$ cat src/rtl/onehot_dec_pkg.sv
// Shared encodings for the one-hot decoder / line scanner.
// Holds the FSM state type plus the mode and direction constants.
package onehot_dec_pkg;

  typedef enum logic {
    S_DEC  = 1'b0,
    S_SCAN = 1'b1
  } state_e;

  localparam logic MODE_DEC  = 1'b0;
  localparam logic MODE_SCAN = 1'b1;

  localparam logic DIR_UP = 1'b0;
  localparam logic DIR_DN = 1'b1;

endpackage

$ cat src/rtl/onehot_decoder_seq_if.sv
// Control and result bundle between a requester and onehot_decoder_seq.
// The master drives mode/select/direction; the slave (decoder) returns the pattern and pulses.
interface onehot_decoder_seq_if #(
  parameter int SEL_W = 3
);
  localparam int OUT_W = 2**SEL_W;

  logic             mode;
  logic [SEL_W-1:0] sel;
  logic             sel_vld;
  logic             dir;
  logic [OUT_W-1:0] out;
  logic             out_vld;
  logic             scan_wrap;

  modport master (
    output mode, sel, sel_vld, dir,
    input  out, out_vld, scan_wrap
  );

  modport slave (
    input  mode, sel, sel_vld, dir,
    output out, out_vld, scan_wrap
  );
endinterface

$ cat src/rtl/scan_prescaler.sv
// Step-rate prescaler: counts while run=1 and flags the terminal count.
// Dropping run clears the count so every scan entry starts a full period.
module scan_prescaler #(
  parameter int             CNT_W   = 24,
  parameter logic [CNT_W-1:0] CNT_MAX = 24'd9_999_999
) (
  input  logic sys_clk,
  input  logic sys_rst_n,
  input  logic run,
  output logic tick
);

  logic [CNT_W-1:0] cnt_q;
  logic [CNT_W-1:0] cnt_d;

  // next count: clear when idle or at terminal count, else increment
  always_comb begin
    cnt_d = cnt_q;
    if (!run) begin
      cnt_d = {CNT_W{1'b0}};
    end else if (cnt_q == CNT_MAX) begin
      cnt_d = {CNT_W{1'b0}};
    end else begin
      cnt_d = cnt_q + CNT_W'(1);
    end
  end

  // counter register
  always_ff @(posedge sys_clk) begin
    if (!sys_rst_n) begin
      cnt_q <= {CNT_W{1'b0}};
    end else begin
      cnt_q <= cnt_d;
    end
  end

  assign tick = (cnt_q == CNT_MAX);

endmodule

$ cat src/rtl/onehot_decoder_seq.sv
// Registered SEL_W-to-2^SEL_W one-hot decoder with a prescaled running-light scan mode.
// Define ONEHOT_DECODER_ACTIVE_LOW_EN for a one-cold output (common-anode LEDs).
module onehot_decoder_seq
  import onehot_dec_pkg::*;
#(
  parameter int               SEL_W   = 3,
  parameter int               CNT_W   = 24,
  parameter logic [CNT_W-1:0] CNT_MAX = 24'd9_999_999
) (
  input logic                  sys_clk,
  input logic                  sys_rst_n,
  onehot_decoder_seq_if.slave  bus
);

  localparam int OUT_W = 2**SEL_W;
  localparam logic [OUT_W-1:0] HOT0 = OUT_W'(1);
`ifdef ONEHOT_DECODER_ACTIVE_LOW_EN
  localparam logic [OUT_W-1:0] OUT_RST = ~HOT0;
`else
  localparam logic [OUT_W-1:0] OUT_RST = HOT0;
`endif

  function automatic logic [OUT_W-1:0] idx_pattern(input logic [SEL_W-1:0] idx);
`ifdef ONEHOT_DECODER_ACTIVE_LOW_EN
    idx_pattern = ~(HOT0 << idx);
`else
    idx_pattern = HOT0 << idx;
`endif
  endfunction

  state_e           state_q, state_d;
  logic [SEL_W-1:0] idx_q, idx_d;
  logic [OUT_W-1:0] out_q;
  logic             out_vld_q, out_vld_d;
  logic             scan_wrap_q, scan_wrap_d;
  logic             run_s;
  logic             tick_s;

  // keep counting only while we stay in scan; any state change clears the count
  assign run_s = (state_q == S_SCAN) && (bus.mode == MODE_SCAN);

  scan_prescaler #(
    .CNT_W   (CNT_W),
    .CNT_MAX (CNT_MAX)
  ) u_prescaler (
    .sys_clk   (sys_clk),
    .sys_rst_n (sys_rst_n),
    .run       (run_s),
    .tick      (tick_s)
  );

  // next state, next index and event pulses
  always_comb begin
    state_d     = state_q;
    idx_d       = idx_q;
    out_vld_d   = 1'b0;
    scan_wrap_d = 1'b0;
    case (state_q)
      S_DEC: begin
        if (bus.sel_vld) begin
          idx_d     = bus.sel;
          out_vld_d = 1'b1;
        end else begin
          idx_d = idx_q;
        end
        if (bus.mode == MODE_SCAN) begin
          state_d = S_SCAN;
        end else begin
          state_d = S_DEC;
        end
      end
      S_SCAN: begin
        if (tick_s) begin
          if (bus.dir == DIR_UP) begin
            idx_d       = idx_q + SEL_W'(1);
            scan_wrap_d = (idx_q == {SEL_W{1'b1}});
          end else begin
            idx_d       = idx_q - SEL_W'(1);
            scan_wrap_d = (idx_q == {SEL_W{1'b0}});
          end
        end else begin
          idx_d = idx_q;
        end
        if (bus.mode == MODE_DEC) begin
          state_d = S_DEC;
        end else begin
          state_d = S_SCAN;
        end
      end
      default: begin
        state_d = S_DEC;
      end
    endcase
  end

  // state and output registers
  always_ff @(posedge sys_clk) begin
    if (!sys_rst_n) begin
      state_q     <= S_DEC;
      idx_q       <= {SEL_W{1'b0}};
      out_q       <= OUT_RST;
      out_vld_q   <= 1'b0;
      scan_wrap_q <= 1'b0;
    end else begin
      state_q     <= state_d;
      idx_q       <= idx_d;
      out_q       <= idx_pattern(idx_d);
      out_vld_q   <= out_vld_d;
      scan_wrap_q <= scan_wrap_d;
    end
  end

  assign bus.out       = out_q;
  assign bus.out_vld   = out_vld_q;
  assign bus.scan_wrap = scan_wrap_q;

endmodule

$ cat src/flat_wrapper.sv
// flat-port wrapper written by rule: the top's interface ports become plain ports
module onehot_decoder_seq_flat import onehot_dec_pkg::*;
#(
  parameter int               SEL_W   = 3,
  parameter int               CNT_W   = 24,
  parameter logic [CNT_W-1:0] CNT_MAX = 24'd9_999_999
)
  (sys_clk, sys_rst_n, bus_mode, bus_sel, bus_sel_vld, bus_dir, bus_out, bus_out_vld, bus_scan_wrap);
  onehot_decoder_seq_if #(.SEL_W(SEL_W)) bus_i ();
  input logic sys_clk;
  input logic sys_rst_n;
  input wire logic [$bits(bus_i.mode)-1:0] bus_mode;
  input wire logic [$bits(bus_i.sel)-1:0] bus_sel;
  input wire logic [$bits(bus_i.sel_vld)-1:0] bus_sel_vld;
  input wire logic [$bits(bus_i.dir)-1:0] bus_dir;
  output wire logic [$bits(bus_i.out)-1:0] bus_out;
  output wire logic [$bits(bus_i.out_vld)-1:0] bus_out_vld;
  output wire logic [$bits(bus_i.scan_wrap)-1:0] bus_scan_wrap;
  assign bus_i.mode = bus_mode;
  assign bus_i.sel = bus_sel;
  assign bus_i.sel_vld = bus_sel_vld;
  assign bus_i.dir = bus_dir;
  assign bus_out = bus_i.out;
  assign bus_out_vld = bus_i.out_vld;
  assign bus_scan_wrap = bus_i.scan_wrap;
  onehot_decoder_seq #(.SEL_W(SEL_W), .CNT_W(CNT_W), .CNT_MAX(CNT_MAX)) u_core (.sys_clk(sys_clk), .sys_rst_n(sys_rst_n), .bus(bus_i));
endmodule
$ cat config.mk
export PLATFORM = sky130hd
export DESIGN_NAME = onehot_decoder_seq_flat
export DESIGN_NICKNAME = d
export VERILOG_FILES = /design/src/rtl/onehot_dec_pkg.sv /design/src/rtl/onehot_decoder_seq_if.sv /design/src/rtl/scan_prescaler.sv /design/src/rtl/onehot_decoder_seq.sv /design/src/flat_wrapper.sv
export SDC_FILE = /design/constraint.sdc
export NUM_CORES = 1
export LEC_CHECK = 0
export BUFFER_PORTS_ARGS = -buffer_cell sky130_fd_sc_hd__buf_2
export CAP_MARGIN = 15
export CORE_UTILIZATION = 32
export DETAILED_ROUTE_END_ITERATION = 10
export GPL_TIMING_DRIVEN = 1
export PLACE_DENSITY = 0.51
export SYNTH_ARGS = -nofsm -noshare
export SYNTH_HDL_FRONTEND = slang
export SYNTH_SLANG_ARGS = --single-unit
$ cat constraint.sdc
create_clock -name sys_clk -period 1.7 [get_ports sys_clk]
set_clock_uncertainty 0.1 [all_clocks]
set_input_delay 0.17 -clock sys_clk [delete_from_list [all_inputs] [get_ports sys_clk]]
set_output_delay 0.17 -clock sys_clk [all_outputs]
set_load 0.01 [all_outputs]
==> metrics.md <==
| Metric | Value |
|---|---|
| I/O pin count | 18 |
| Count of TritonRoute iterations in the first routing pass | 2 |
| Stages on worst setup path | 7 |
| Crit Reg-Reg Endpoint | u_core.bus.out[5]$_SDFF_PN0_ |
| Fraction of synthesized cell area taken by the top area cell type | 0.4276 |
| Post-synthesis instance area | 1779 µm² |
| PortBufs | 17 |
| Overall die height | ~77 µm |
| GRT overflow | 0 |
| Number of fill cells | 484 |
| Commonest non-fill, non-tap cells in the layout | 44 x buf_4, 30 x nor2_1, 23 x dfxtp_1, 17 x buf_2 |
| Cell count after synthesis | approximately 180 |
| Full die area | 5862 µm² |
| Post-synthesis register bit count | 38 |
| Share of async-settable or async-resettable flops after synthesis | 0 |
| Post-detailed-route via-to-cell ratio | around 4.6 |
| Number of cell rows | 26 |
| Element type at the critical path end | flop |
| H-tree depth | 2 |
| Register Area | between 700 and 800 µm² |
| Clock transition at the registers of the reported paths | 0.08 ns |
| Final setup violation count | 10 |
| Buffer type at the clock tree root | clkbuf_8 |
| Classification of the worst setup path | flop to flop |
| Number of buffers created by CTS | 5 |
| Setup repair after global routing missed its margin | true |
| Failing checks | negative setup slack |
| XOR/XNOR share of the synthesized area | 0.1083 |
| Area Overhead vs Synth | 43.81% |
| Result of the run | finished, violations left |
| Count of unresolved DRC violations after routing | 0 |
| Number of antenna violations at the first check in global routing | 0 |
| IR drop worst, VDD | 0.4603 mV |
| Clock latency of the later-clocked register in the worst-skew pair | 0.29 ns |
| HPWL reported at the end of detailed placement | 2.792 mm |
| Share of the synthesized area in compound gates (AO/OA/AOI/OAI) | 0.08368 |
| TritonCTS clock tree | done |
| Via count of the first global-routing pass | 1,442 |
| Data required time at the worst endpoint | 1.79 ns |
| Cells taking the most area after synthesis | dfxtp_1 43%, nor2_1 6.3%, xor2_1 5.9% |
| Pin count of the biggest net entering global routing | 25 |
| Total power after layout | 1.734 mW |
| Commonest non-fill, non-tap cell in the layout | buf_4 |
| Worst setup path end | u_core.bus.out[5]$_SDFF_PN0_ |
| P per Cell Area | 677.8 nW/µm² |
| End-of-flow core utilization | 0.4885 |
| FMAX | 0.5320 GHz |
| Number of routed nets with antenna violations | 0 |
| Startpoint kind of the worst setup timing path | flop |
| Placeable core region | 5238 µm² |
| Die width | 76.57 µm |
| CP arrival | roughly 2.0 ns |
| R2R setup slack | -0.18 ns |
| Shortest period the worst path allows | 1.880 ns |
| Hold Crit Class | input port to flop |
| Overall track demand over capacity in global routing | 0.1393 |
| Smallest setup slack after layout | -0.1795 ns |
| Unique cell type count in the Yosys netlist | 45 |
| Transition time of the tightest slew-check pin | 0.3549 ns |
| Total length of routed wires | 3.829 mm |
| Synthesized area per cell | 9.940 µm² |
| Remaining max-slew budget at the tightest pin | 0.7628 |
| Multiplexer share of the synthesized area | 0 |
| Hold path start | bus_mode |
| Weighted congestion reported at the end of routability-driven placement | 0.7394 |
| Total number of vias | 1,484 |
| Tightest hold margin | 0.03997 ns |
| Sequential-to-total area share from yosys stat | 0.4276 |
| Reg2Reg Launch Point | u_core.idx_q[1]$_SDFF_PN0_ |
| Final worst-path cycle share | 1.106 |
| Cell type group with the largest total delay on the critical path | adder cells |
| CTS Sinks | 38 |
| Synthesized net count | approximately 190 |
| Number of buffers between clock root and the deepest sink | 2 |
| Cell type contributing the most total cell area after synthesis | dfxtp_1 |
| Number of synthesized flops with an enable pin | 0 |
| Routed WL per cell | 11.97 µm |
| Synthesized-area fraction occupied by and/or/nand/nor cells | 0.3333 |
| First-pass GRT wire length | 6.410 mm |
| Critical Path Source | u_core.idx_q[1]$_SDFF_PN0_ |
| Final hold violation count | 0 |
| Net total in the final layout | approximately 260 |
| Effective utilization at floorplan | 0.3397 |
| Synthesized-area fraction occupied by adder cells | 0.01828 |
| Largest family of logic cells by synthesized area | simple AND/OR/NAND/NOR gates |
| Antenna diodes | 0 |
| Area of the multi-input gates | approximately 1100 µm² |
| Starting DRC count in detailed routing | 18 |
| Crit-path max FO | 5 |
| Main synth FF type | dfxtp_1 |
| Max-Cap Viols | 0 |
| Number of cells on the worst reg-to-reg path | 7 |
| Crit path largest cell delay | 0.36 ns |
| Share of layout cells above drive strength 1 | 0.5080 |
| Cell with the biggest individual delay on the critical path | fa_2 |
| Worst-path cell chain | inv_2, fa_2, xnor2_2, a311oi_4, buf_4, nor4_4, and3_1 |
| Buffers plus inverters on the worst setup path | 2 |
| Leakage power figure | roughly 1.0 nW |
| Warnings from Yosys | 0 |
| Number of pins exceeding their max-slew limit in the final report | 0 |
## kinds of logic (layout without fill, tap and decap cells)
logic type	count (synthesis)	in the layout
flops	38	38
simple gates	93	93
xor+xnor	22	22
buf+inv	11	82
fa+ha+maj	2	2
compound gates	13	13
## flip-flops by register name, summed over array words and instances (netlist names)
signal,flops
u_core.u_prescaler.cnt_q,24
u_core.bus.out,8
u_core.idx_q,3
u_core.bus.out_vld,1
u_core.bus.scan_wrap,1
u_core.state_q,1
## Yosys cell counts (2+ instances only)
master / n
nand2_1: 6
and3_4: 4
and4_4: 2
dfxtp_1: 38
nor3_1: 4
nor4_4: 2
and3_1: 9
xnor2_1: 10
xor2_1: 12
and2_1: 4
inv_1: 7
nand3_1: 8
nor2_1: 30
or3_1: 2
and4_1: 2
buf_2: 2
nand4_1: 9
## where the power goes
group	total, mW	internal [mW]	switching [mW]
combinational	0.160	0.0770	0.0835
clock	0.660	0.327	0.332
sequential	0.914	0.904	0.00972
total	1.73	1.31	0.426
## layer usage
metal,part of all wire,global-route usage,wire length [µm],up-vias
met2,0.47,0.2396,1801,22
li1,-,-,-,776
met3,0.031,0.03353,120,7
met1,0.48,0.1641,1845,679
met5,0,0,0,-
met4,0.016,0.05962,62,0
## worst min-delay path by stage
stage                                    to  slack [ns]  cells after the start
6_report          u_core.state_q$_SDFF_PN0_        0.04                      2
5_1_grt           u_core.state_q$_SDFF_PN0_        0.03                      2
4_1_cts           u_core.state_q$_SDFF_PN0_        0.04                      2
3_5_place_dp   u_core.bus.out[0]$_SDFF_PN1_        0.29                      2
3_3_place_gp   u_core.bus.out[0]$_SDFF_PN1_        0.29                      2
2_1_floorplan  u_core.bus.out[0]$_SDFF_PN1_        0.14                      1
## area by class of cell
| cell class | count | area share |
|---|---|---|
| Clock inverter | 2 | 0.004401 |
| Multi-Input combinational cell | 130 | 0.4196 |
| Inverter | 7 | 0.01027 |
| Sequential cell | 38 | 0.3076 |
| Timing Repair Buffer | 67 | 0.1917 |
| Tap cell | 70 | 0.03423 |
| Clock buffer | 6 | 0.03227 |
## timing repair
action | 4_1_cts | 5_1_grt
setup endpoints to repair | 14 | 20
hold buffers | 1 | 0
buffers inserted | 1 | 2
gates resized for setup | 10 | 25
hold endpoints to repair | 1 | 0
pin swaps | 7 | 12
## per-stage QoR
stage               setup slack, ns  std cells  instance area [µm²]  setup TNS (ns)
floorplan                  -0.06273        179                 1809         -0.2458
global placement            -0.1417        308                 2315         -0.9367
detailed placement          -0.1398        308                 2315         -0.9072
CTS                         -0.1172        318                 2456         -0.7525
global route                -0.2576        320                 2559          -1.992
finish                      -0.1795        320                 2559          -1.188
(Power assumes the default switching activity.)
